<file path="config.mk">
export PLATFORM = sky130hd
export DESIGN_NAME = debounce_bank_flat
export DESIGN_NICKNAME = d
export VERILOG_FILES = /design/src/rtl/debounce_pkg.sv /design/src/rtl/debounce_if.sv /design/src/rtl/debounce_tick_gen.sv /design/src/rtl/debounce_bank.sv /design/src/flat_wrapper.sv
export SDC_FILE = /design/constraint.sdc
export NUM_CORES = 1
export LEC_CHECK = 0
export CORE_AREA = 5 5 80 82
export CTS_CLUSTER_DIAMETER = 200
export DETAILED_ROUTE_END_ITERATION = 12
export DIE_AREA = 0 0 85 87
export DONT_BUFFER_PORTS = 1
export GPL_TIMING_DRIVEN = 0
export PLACE_DENSITY = 0.72
export SLEW_MARGIN = 40
export SYNTH_ARGS = -nofsm -noshare
export SYNTH_HDL_FRONTEND = slang
export SYNTH_HIERARCHICAL = 1
export SYNTH_SLANG_ARGS = --single-unit
</file>
<file path="constraint.sdc">
create_clock -name clk -period 2.5 [get_ports clk]
set_input_delay 0.125 -clock clk [delete_from_list [all_inputs] [get_ports clk]]
set_output_delay 0.125 -clock clk [all_outputs]
set_load 0.05 [all_outputs]
</file>
<file path="src/rtl/debounce_pkg.sv">
// Shared debounce constants and width helper.
// Also reused by the UART baud-tick logic.
package debounce_pkg;

    localparam int DEF_TICK_DIV     = 100000;
    localparam int DEF_STABLE_TICKS = 20;

    // Bits needed to hold values 0..value-1, never less than one.
    function automatic int cnt_width(input int value);
        int w;
        w = 1;
        for (int i = 1; i < 31; i++) begin
            if ((1 << i) < value) begin
                w = i + 1;
            end
        end
        return w;
    endfunction

endpackage

</file>
<file path="src/rtl/debounce_if.sv">
// Switch-side and event-side signals of the debounce bank.
// The bank drives the slave side; the SoC/bench the master side.
interface debounce_if #(
    parameter int N = 4
);

    logic [N-1:0] sw_in;
    logic [N-1:0] db_out;
    logic [N-1:0] rise;
    logic [N-1:0] fall;
    logic         any_event;

    modport master (
        output sw_in,
        input  db_out,
        input  rise,
        input  fall,
        input  any_event
    );

    modport slave (
        input  sw_in,
        output db_out,
        output rise,
        output fall,
        output any_event
    );

endinterface

</file>
<file path="src/rtl/debounce_tick_gen.sv">
// Shared sample-tick divider: one-cycle tick every TICK_DIV clocks.
// First tick lands TICK_DIV cycles after reset release.
module debounce_tick_gen
    import debounce_pkg::*;
#(
    parameter int TICK_DIV = DEF_TICK_DIV
) (
    input  logic clk,
    input  logic rst,
    output logic tick
);

    localparam int W = cnt_width(TICK_DIV);
    localparam logic [W-1:0] LAST = W'(TICK_DIV - 1);

    logic [W-1:0] count;

    assign tick = (count == LAST);

    always_ff @(posedge clk or negedge rst) begin
        if (!rst) begin
            count <= '0;
        end else if (tick) begin
            count <= '0;
        end else begin
            count <= count + W'(1);
        end
    end

endmodule

</file>
<file path="src/rtl/debounce_bank.sv">
// N-channel switch debouncer sharing one sample tick.
// Each channel: synchroniser, stability counter, level and edge pulses.
module debounce_bank
    import debounce_pkg::*;
#(
    parameter int           N            = 4,
    parameter int           TICK_DIV     = DEF_TICK_DIV,
    parameter int           STABLE_TICKS = DEF_STABLE_TICKS,
    parameter int           SYNC_STAGES  = 2,
    parameter logic [N-1:0] RST_VAL      = '0
) (
    input logic       clk,
    input logic       rst,
    debounce_if.slave bus
);

    localparam int CW = cnt_width(STABLE_TICKS + 1);
    localparam logic [CW-1:0] LAST = CW'(STABLE_TICKS - 1);

    logic          tick;
    logic [N-1:0]  s;
    logic [N-1:0]  db;
    logic [N-1:0]  rise_q;
    logic [N-1:0]  fall_q;
    logic [CW-1:0] cnt [N];
    logic          any_q;

    debounce_tick_gen #(
        .TICK_DIV(TICK_DIV)
    ) u_tick (
        .clk (clk),
        .rst (rst),
        .tick(tick)
    );

    for (genvar i = 0; i < N; i++) begin : g_ch
        logic [SYNC_STAGES-1:0] sync;
        logic [CW-1:0]          cnt_q;
        logic                   db_q;
        logic                   rise_r;
        logic                   fall_r;

        always_ff @(posedge clk or negedge rst) begin
            if (!rst) begin
                sync <= {SYNC_STAGES{RST_VAL[i]}};
            end else begin
                sync <= {sync[SYNC_STAGES-2:0], bus.sw_in[i]};
            end
        end

        assign s[i] = sync[SYNC_STAGES-1];

        // Any agreeing sample restarts the window, even between ticks.
        always_ff @(posedge clk or negedge rst) begin
            if (!rst) begin
                db_q   <= RST_VAL[i];
                cnt_q  <= '0;
                rise_r <= 1'b0;
                fall_r <= 1'b0;
            end else begin
                rise_r <= 1'b0;
                fall_r <= 1'b0;
                if (s[i] == db_q) begin
                    cnt_q <= '0;
                end else if (tick) begin
                    if (cnt[i] == LAST) begin
                        db_q   <= s[i];
                        cnt_q  <= '0;
                        rise_r <= s[i];
                        fall_r <= ~s[i];
                    end else begin
                        cnt_q <= cnt[i] + CW'(1);
                    end
                end
            end
        end

        assign cnt[i]    = cnt_q;
        assign db[i]     = db_q;
        assign rise_q[i] = rise_r;
        assign fall_q[i] = fall_r;
    end

    always_ff @(posedge clk or negedge rst) begin
        if (!rst) begin
            any_q <= 1'b0;
        end else begin
            any_q <= |(rise_q | fall_q);
        end
    end

    assign bus.db_out    = db;
    assign bus.rise      = rise_q;
    assign bus.fall      = fall_q;
    assign bus.any_event = any_q;

endmodule

</file>
<file path="src/flat_wrapper.sv">
// flat-port wrapper written by rule: the top's interface ports become plain ports
module debounce_bank_flat import debounce_pkg::*;
#(
    parameter int           N            = 4,
    parameter int           TICK_DIV     = DEF_TICK_DIV,
    parameter int           STABLE_TICKS = DEF_STABLE_TICKS,
    parameter int           SYNC_STAGES  = 2,
    parameter logic [N-1:0] RST_VAL      = '0
)
  (clk, rst, bus_sw_in, bus_db_out, bus_rise, bus_fall, bus_any_event);
  debounce_if #(.N(N)) bus_i ();
  input logic clk;
  input logic rst;
  input wire logic [$bits(bus_i.sw_in)-1:0] bus_sw_in;
  output wire logic [$bits(bus_i.db_out)-1:0] bus_db_out;
  output wire logic [$bits(bus_i.rise)-1:0] bus_rise;
  output wire logic [$bits(bus_i.fall)-1:0] bus_fall;
  output wire logic [$bits(bus_i.any_event)-1:0] bus_any_event;
  assign bus_i.sw_in = bus_sw_in;
  assign bus_db_out = bus_i.db_out;
  assign bus_rise = bus_i.rise;
  assign bus_fall = bus_i.fall;
  assign bus_any_event = bus_i.any_event;
  debounce_bank #(.N(N), .TICK_DIV(TICK_DIV), .STABLE_TICKS(STABLE_TICKS), .SYNC_STAGES(SYNC_STAGES), .RST_VAL(RST_VAL)) u_core (.clk(clk), .rst(rst), .bus(bus_i));
endmodule
</file>
==> parameters.txt, run 1 <==
Parameter                              Value

Clock network
  Clock buffer depth ... 2
  Max H-tree Level ... 3
  Clock root buffer master ... sky130_fd_sc_hd__clkbuf_8
  Clock tree from TritonCTS ... done
  Clock Sinks ... 58
  CTS clock-pin slew for the worst setup and hold paths ... 0.07 ns
  TritonCTS Buffers ... 9
  Clock latency at the later pin of the worst-skew pair ... 0.34 ns

Logic synthesis
  Fraction of registers with async set or reset after synthesis ... 100%
  Multiplexer area fraction after synthesis ... under 10%
  Post-Synth Adder-Cell Area ... under 10%
  Post-synthesis compound-gate area fraction ... around 4.6%
  Mapped Nets ... ~250
  Syn Std Cell Area ... 2670 µm²
  Share of the yosys chip area belonging to registers ... approximately 54%
  Dominant combinational cell family by area after synthesis ... simple AND/OR/NAND/NOR gates
  Library cell with the highest instance count after synthesis ... sky130_fd_sc_hd__dfrtp_1
  Post-synth top cells ... 58 x sky130_fd_sc_hd__dfrtp_1, 21 x sky130_fd_sc_hd__nand2_1, 15 x sky130_fd_sc_hd__a21oi_1, 15 x sky130_fd_sc_hd__nor2_1, 13 x sky130_fd_sc_hd__xnor2_1
  Simple-gate portion of the synthesized area ... 25.0%
  Number of standard cells after synthesis ... 237
  Netlist cell types ... 34
  XOR/XNOR share of the synthesized area ... 7.21%
  Number of warnings reported in the yosys synthesis log ... 6
  Syn avg cell area ... 11.3 µm²
  Cell types occupying the most area after synthesis ... sky130_fd_sc_hd__dfrtp_1 54%, sky130_fd_sc_hd__xnor2_1 4.3%, sky130_fd_sc_hd__buf_4 3.4%
  Post-synth EDFFs ... 0
  Proportion of netlist area held by the largest area contributor ... 54.3%
  Post-synthesis sequential element count ... 58
  Leading area contributor after synthesis ... sky130_fd_sc_hd__dfrtp_1
  Leading register cell type out of synthesis ... sky130_fd_sc_hd__dfrtp_1

Placed design
  Pre-CTS setup slack ... -0.318 ns
  Placed wire-length estimate ... 2950 µm
  Number of placed instances with taps included ... 312
  Final weighted congestion in routability-driven placement ... 0.740
  Count of port buffers added during placement ... 0

Route
  Number of routed nets with antenna violations ... 0
  Number of DRC markers in iteration 0 ... 118
  DRC violation count after routing ... 0
  Final routed wirelength across all metal layers ... around 4600 µm
  Ratio of routed vias to standard cells ... between 5 and 6
  Via count ... ~1800
  First-pass detailed-route iteration total ... 4
  Detail-routed net length per standard cell ... around 14 µm

STA
  Worst-margin pin slew ... 0.523 ns
  Minimum hold slack ... 0.308 ns
  Maximum achievable frequency ... 0.407 GHz
  Post-layout min period ... 2.46 ns
  Count of final max-slew check failures ... 0
  Setup Viol. Count Final ... 0
  Unrepaired setup endpoints after global routing ... true
  Final critical-path setup slack ... 0.0435 ns
  Setup TNS ... 0 ns
  Final hold vios ... 0
  Max-slew headroom at the worst pin ... 64.9%
  Final clock period utilization by the worst path ... 98.3%
  Clock skew ... 0.0104 ns

Final layout
  Number of diodes ... 0
  Number of nets in the final layout ... 270
  Fill cell total of the finished layout ... 497
  Utilization after layout ... 55.1%
  Count of non-filler cells in the finished layout ... roughly 340
  Layout Area Growth over Synthesis ... 17.0%
  Share of final-layout standard cells stronger than drive strength 1 ... 18.2%

Worst setup path
  Endpoint of the worst-slack reg-to-reg timing path ... u_core/g_ch[1].cnt_q[2]$_DFFE_PN0P_
  Startpoint of the most critical register-to-register path ... u_core/u_tick/count[11]$_DFF_PN0_
  Data required time at the worst endpoint ... 2.77 ns
  Critical-path maximum fanout ... 5
  Crit end category ... flop
  Worst-case reg-to-reg path depth ... 7
  Worst path arrival time ... ~2.7 ns
  Critical path launch point type ... flop
  Worst Path Class, Setup ... reg -> reg
  R2r setup slk ... approximately 0.043 ns

Floorplan
  Row Count ... 28
  DIE AREA ... around 7400 µm²
  I/O pins ... 19
  Core region area ... 5680 µm²
  Starting density of the core ... between 40% and 50%
  Chip Width ... 85 µm
  Height of the die ... 87 µm

Global routing
  Largest net degree at the start of global routing ... between 50 and 60
  Top Usage Layer GRT ... met2
  Met1 Usage GRT ... 16.4%
  Total gr overflow ... 0
  Met2 Usage GRT ... roughly 23%
  GR Layer Usage met3 ... 5.11%
  First-pass GRT wire length ... 8020 µm
  Via count of the first global-routing pass ... 1757
  Number of antenna violations at the first check in global routing ... 0
  Gr usage total ... 14.1%

Status
  Result of the run ... complete, no violations

Power and ir drop
  Cell Pwr Density ... 622 nW/µm²
  Largest vdd supply drop ... 0.335 mV
  Leakage Power ... 1.39 nW

Hold path
  Type of the tightest min-delay check ... in -> async

Job
  Number of max-cap violations ... 0
## registers in the layout (all words and copies together) (netlist names)
name	count
u_core/bus.any_event	1
u_core/g_ch.cnt_q	20
u_core/g_ch.db_q	4
u_core/g_ch.fall_r	4
u_core/g_ch.rise_r	4
u_core/g_ch.sync	8
u_core/u_tick/count	17
## through the flow
step | power [W] | area (µm²)
detailed placement | 0.000975 | 2770
CTS | 0.00197 | 3100
floorplan | 0.000972 | 2680
global placement | 0.000975 | 2770
global route | 0.00203 | 3130
finish | 0.00195 | 3130
## worst max-delay path by stage
stage	from	to	slack [ns]	cells past startpoint
3_5_place_dp	u_core/u_tick/count[11]$_DFF_PN0_	u_core/g_ch[2].cnt_q[2]$_DFFE_PN0P_	-0.32	7
6_report	u_core/u_tick/count[11]$_DFF_PN0_	u_core/g_ch[1].cnt_q[2]$_DFFE_PN0P_	0.04	7
4_1_cts	u_core/u_tick/count[11]$_DFF_PN0_	u_core/g_ch[3].cnt_q[2]$_DFFE_PN0P_	-0.009	7
3_3_place_gp	u_core/u_tick/count[11]$_DFF_PN0_	u_core/g_ch[1].cnt_q[2]$_DFFE_PN0P_	-0.26	7
5_1_grt	u_core/u_tick/count[11]$_DFF_PN0_	u_core/g_ch[3].cnt_q[2]$_DFFE_PN0P_	-0.06	7
2_1_floorplan	u_core/u_tick/count[11]$_DFF_PN0_	u_core/g_ch[0].cnt_q[2]$_DFFE_PN0P_	0.01	7
## area by class of cell
| class | count | area, µm² | share of cell area, % |
|---|---|---|---|
| repair buffers | 11 | 113 | 3.60 |
| plain buffers | 16 | 118 | 3.76 |
| well taps | 75 | 93.8 | 3.00 |
| inverters | 1 | 3.75 | 0.120 |
| clock buffers | 11 | 141 | 4.52 |
| multi-input cells | 162 | 1130 | 36.1 |
| clock inverters | 5 | 77.6 | 2.48 |
| flip-flops and latches | 58 | 1450 | 46.4 |
## where the power goes
part | internal, W | leakage (nW) | switching, W
Sequential | 0.000945 | 0.778 | 0.00000435
Clock | 0.000585 | 0.109 | 0.000375
Combinational | 0.0000127 | 0.508 | 0.0000241
## placed cells by master, fill, tap and decap left out, types with 2 or more instances in the layout
cell type	synthesis	routed
sky130_fd_sc_hd__nor2_1	15	15
sky130_fd_sc_hd__clkbuf_1	2	2
sky130_fd_sc_hd__or4_1	2	2
sky130_fd_sc_hd__nor2b_1	5	5
sky130_fd_sc_hd__or3b_1	2	2
sky130_fd_sc_hd__a21oi_2	0	3
sky130_fd_sc_hd__nand2_1	21	20
sky130_fd_sc_hd__mux2_2	4	4
sky130_fd_sc_hd__clkinv_2	0	2
sky130_fd_sc_hd__xnor2_1	13	13
sky130_fd_sc_hd__clkbuf_8	0	10
sky130_fd_sc_hd__nand3b_1	2	2
sky130_fd_sc_hd__nor3b_1	8	8
sky130_fd_sc_hd__bufinv_16	0	2
sky130_fd_sc_hd__and2b_1	4	4
sky130_fd_sc_hd__nand2b_1	6	6
sky130_fd_sc_hd__buf_4	12	17
sky130_fd_sc_hd__or3_1	5	4
sky130_fd_sc_hd__and4bb_1	3	3
sky130_fd_sc_hd__nor4_1	3	3
sky130_fd_sc_hd__nand4_1	8	8
sky130_fd_sc_hd__and4b_1	4	4
sky130_fd_sc_hd__o21ai_0	8	8
sky130_fd_sc_hd__and4_1	2	2
sky130_fd_sc_hd__mux2i_1	2	2
sky130_fd_sc_hd__dfrtp_1	58	58
sky130_fd_sc_hd__nor3_1	4	4
sky130_fd_sc_hd__xor2_1	9	9
sky130_fd_sc_hd__dlygate4sd3_1	0	5
sky130_fd_sc_hd__a21oi_1	15	12
sky130_fd_sc_hd__ha_1	5	5
sky130_fd_sc_hd__nand4bb_1	2	2
sky130_fd_sc_hd__nand3_1	6	6
## cells by family (layout without fill, tap and decap cells)
group / after synthesis / in the layout
multiplexers: 6 / 6
AND/OR/NAND/NOR: 105 / 105
adder cells (fa/ha/maj): 5 / 5
flip-flops: 58 / 58
XOR/XNOR: 22 / 22
AO/OA/AOI/OAI: 24 / 24
buffers and inverters: 17 / 44
## worst max-delay path, stage by stage (launching register included)
cell and delay [ns]:
sky130_fd_sc_hd__dfrtp_1 0.38, sky130_fd_sc_hd__or4_1 0.53, sky130_fd_sc_hd__or4_4 0.44, sky130_fd_sc_hd__nor4_4 0.31, sky130_fd_sc_hd__buf_6 0.19, sky130_fd_sc_hd__nand2_1 0.10, sky130_fd_sc_hd__or3_1 0.33, sky130_fd_sc_hd__a21oi_2 0.12
## metal layers
metal	wire length, µm	share of wire [%]
met1	2020	44
met2	2320	50
met3	205	4.4
met4	95	2.0
met5	0	0
## what timing repair did
item / 4_1_cts / 5_1_grt
pin swaps: 1 / 1
setup endpoints to repair: 32 / 21
gates resized for setup: 4 / 4
hold endpoints to repair: 62 / 0
hold buffers: 6 / 0
gates cloned: 1 / 0
buffers inserted: 3 / 1
(Power assumes the default switching activity.)
==> run 2, diff against run 1 <==
--- a/config.mk
+++ b/config.mk
@@ -5,13 +5,14 @@
 export SDC_FILE = /design/constraint.sdc
 export NUM_CORES = 1
 export LEC_CHECK = 0
-export CORE_AREA = 5 5 80 82
+export CORE_AREA = 4 4 79 81
 export CTS_CLUSTER_DIAMETER = 200
 export DETAILED_ROUTE_END_ITERATION = 12
-export DIE_AREA = 0 0 85 87
+export DIE_AREA = 0 0 83 85
 export DONT_BUFFER_PORTS = 1
 export GPL_TIMING_DRIVEN = 0
 export PLACE_DENSITY = 0.72
+export SETUP_SLACK_MARGIN = 0.1
 export SLEW_MARGIN = 40
 export SYNTH_ARGS = -nofsm -noshare
 export SYNTH_HDL_FRONTEND = slang
==> parameters.txt, run 2 (same netlist as run 1, synthesis figures left out) <==
Parameter                              Value

Route
  Ratio of routed vias to standard cells ... 5.24
  Final routed wirelength across all metal layers ... 4390 µm
  Number of routed nets with antenna violations ... 0
  Detail-routed net length per standard cell ... 13.0 µm
  Number of DRC markers in iteration 0 ... slightly above 90
  First-pass detailed-route iteration total ... 4
  DRC violation count after routing ... 0
  Via count ... about 1800

Global routing
  Number of antenna violations at the first check in global routing ... 0
  Gr usage total ... between 10 and 15%
  Total gr overflow ... 0
  Largest net degree at the start of global routing ... 59
  Via count of the first global-routing pass ... 1765
  First-pass GRT wire length ... 8050 µm

Worst setup path
  Critical path launch point type ... flop
  Worst Path Class, Setup ... reg -> reg
  Data required time at the worst endpoint ... 2.75 ns
  Largest stage delay, worst path ... 0.53 ns
  Critical-path maximum fanout ... 5
  Slowest stage cell, crit path ... sky130_fd_sc_hd__or4_1
  List of cells traversed by the critical path ... or4_1, or4_4, nor4_4, buf_4, buf_6, nand2_1, or3_1, a21oi_2
  R2r setup slk ... 0.1 ns
  Crit end category ... flop
  Worst path arrival time ... 2.65 ns
  Worst-case reg-to-reg path depth ... 8
  Startpoint of the most critical register-to-register path ... u_core/u_tick/count[12]$_DFF_PN0_
  Endpoint of the worst-slack reg-to-reg timing path ... u_core/g_ch[3].cnt_q[2]$_DFFE_PN0P_

Final layout
  Most frequent cells in the layout ... 58 x sky130_fd_sc_hd__dfrtp_1, 20 x sky130_fd_sc_hd__nand2_1, 19 x sky130_fd_sc_hd__buf_4
  Count of non-filler cells in the finished layout ... about 340
  Share of final-layout standard cells stronger than drive strength 1 ... between 10% and 20%
  Utilization after layout ... about 57%
  Final Cell Area ... between 3000 and 4000 µm²
  Most common library cell in the layout ignoring fill and taps ... sky130_fd_sc_hd__dfrtp_1
  Flip-flop count of the largest register after layout ... 20
  Layout Area Growth over Synthesis ... 16.7%
  Largest registers ranked by flip-flop count ... u_core/g_ch.cnt_q: 20 flops, u_core/u_tick/count: 17 flops, u_core/g_ch.sync: 8 flops
  Register with the most flip-flops ... u_core/g_ch.cnt_q
  Number of diodes ... 0
  Number of nets in the final layout ... 272

Floorplan
  Row Count ... 27
  DIE AREA ... 7060 µm²
  I/O pins ... 19
  Height of the die ... 85 µm
  Chip Width ... 83 µm
  Core region area ... 5470 µm²
  Starting density of the core ... roughly 49%

Placed design
  Placed wire-length estimate ... between 2000 and 3000 µm
  Final weighted congestion in routability-driven placement ... 0.772
  Instance area at placement ... 2770 µm²
  Number of placed instances with taps included ... 309
  Count of port buffers added during placement ... 0

Clock network
  CTS clock-pin slew for the worst setup and hold paths ... ~0.060 ns
  Clock latency at the later pin of the worst-skew pair ... approximately 0.33 ns
  Clock Sinks ... just under 60
  Clock buffer depth ... 2
  Clock root buffer master ... sky130_fd_sc_hd__clkbuf_8
  Clock tree from TritonCTS ... done
  TritonCTS Buffers ... 9
  Max H-tree Level ... 3

STA
  Final clock period utilization by the worst path ... a little over nine tenths
  Maximum achievable frequency ... 0.416 GHz
  Setup Viol. Count Final ... 0
  Unrepaired setup endpoints after global routing ... true
  Max-slew headroom at the worst pin ... 61.9%
  Worst-margin pin slew ... around 0.57 ns
  Final hold vios ... 0
  Count of final max-slew check failures ... 0
  Clock skew ... roughly 0.0084 ns
  Post-layout min period ... 2.40 ns

Power and ir drop
  Overall power after layout ... 0.00179 W
  Leakage Power ... 1.40 nW
  Cell Pwr Density ... about 570 nW/µm²
  Largest vdd supply drop ... 0.293 mV

Job
  Number of max-cap violations ... 0

Status
  Result of the run ... complete, no violations

Hold path
  Type of the tightest min-delay check ... in -> async
## run 2: changes by cell type in the layout (fill, tap and decap cells not counted), sizes merged
cell / delta
bufinv: -1
clkbuf: -1
clkinv: +2
buf: +2
## run 2: repair_timing
action,in CTS,in global routing
setup endpoints to repair,32,31
hold buffers,6,0
pin swaps,2,2
gates cloned,1,0
resized for setup,4,9
endpoints found under the hold margin,62,0
setup buffers,5,1
## run 2: power by group
part / internal [W] / total, W / switching (W) / leakage (nW)
clock network: 0.000453 / 0.000802 / 0.000350 / 0.0958
logic: 0.0000127 / 0.0000373 / 0.0000246 / 0.522
registers: 0.000945 / 0.000950 / 0.00000422 / 0.778
## run 2: how the worst max path moves through the flow
stage / from / endpoint / cells after the start
detailed placement: u_core/u_tick/count[11]$_DFF_PN0_ / u_core/g_ch[1].cnt_q[2]$_DFFE_PN0P_ / 7
global placement: u_core/u_tick/count[11]$_DFF_PN0_ / u_core/g_ch[1].cnt_q[2]$_DFFE_PN0P_ / 7
finish: u_core/u_tick/count[12]$_DFF_PN0_ / u_core/g_ch[3].cnt_q[2]$_DFFE_PN0P_ / 8
global route: u_core/u_tick/count[12]$_DFF_PN0_ / u_core/g_ch[0].cnt_q[2]$_DFFE_PN0P_ / 8
CTS: u_core/u_tick/count[12]$_DFF_PN0_ / u_core/g_ch[1].cnt_q[2]$_DFFE_PN0P_ / 8
floorplan: u_core/u_tick/count[11]$_DFF_PN0_ / u_core/g_ch[0].cnt_q[2]$_DFFE_PN0P_ / 7
## run 2: metrics by stage
stage | setup slack [ns] | setup TNS [ns] | hold slack (ns)
global route | -0.00340 | -0.00340 | 0.339
finish | 0.0978 | 0 | 0.341
floorplan | 0.0145 | 0 | -0.171
global placement | -0.260 | -5.77 | -0.169
CTS | 0.0534 | 0 | 0.325
detailed placement | -0.297 | -6.53 | -0.169
## run 2: area by class of cell
| cell class | instances | area, µm² |
|---|---|---|
| fill | 483 | 2350 |
| sequential | 58 | 1450 |
| multi-input combinational | 162 | 1140 |
| timing repair buffer | 13 | 130 |
| clock buffer | 10 | 128 |
| buffer | 16 | 118 |
| tap | 72 | 90.1 |
| clock inverter | 6 | 57.6 |
| inverter | 1 | 3.75 |
## run 2: worst max-delay path: cells and delay by family (launching register included)
kind                   cells  cell delay (ns)
buffers and inverters      2             0.30
DFF                        1             0.37
and+or+nand+nor            5             1.53
AOI/OAI and AO/OA          1             0.12
## run 2: routing by layer
metal	share of wire [%]	track usage, %
met4	1.9	6.24
met5	0	0
met1	47	17.5
met2	47	22.4
met3	4.0	5.63
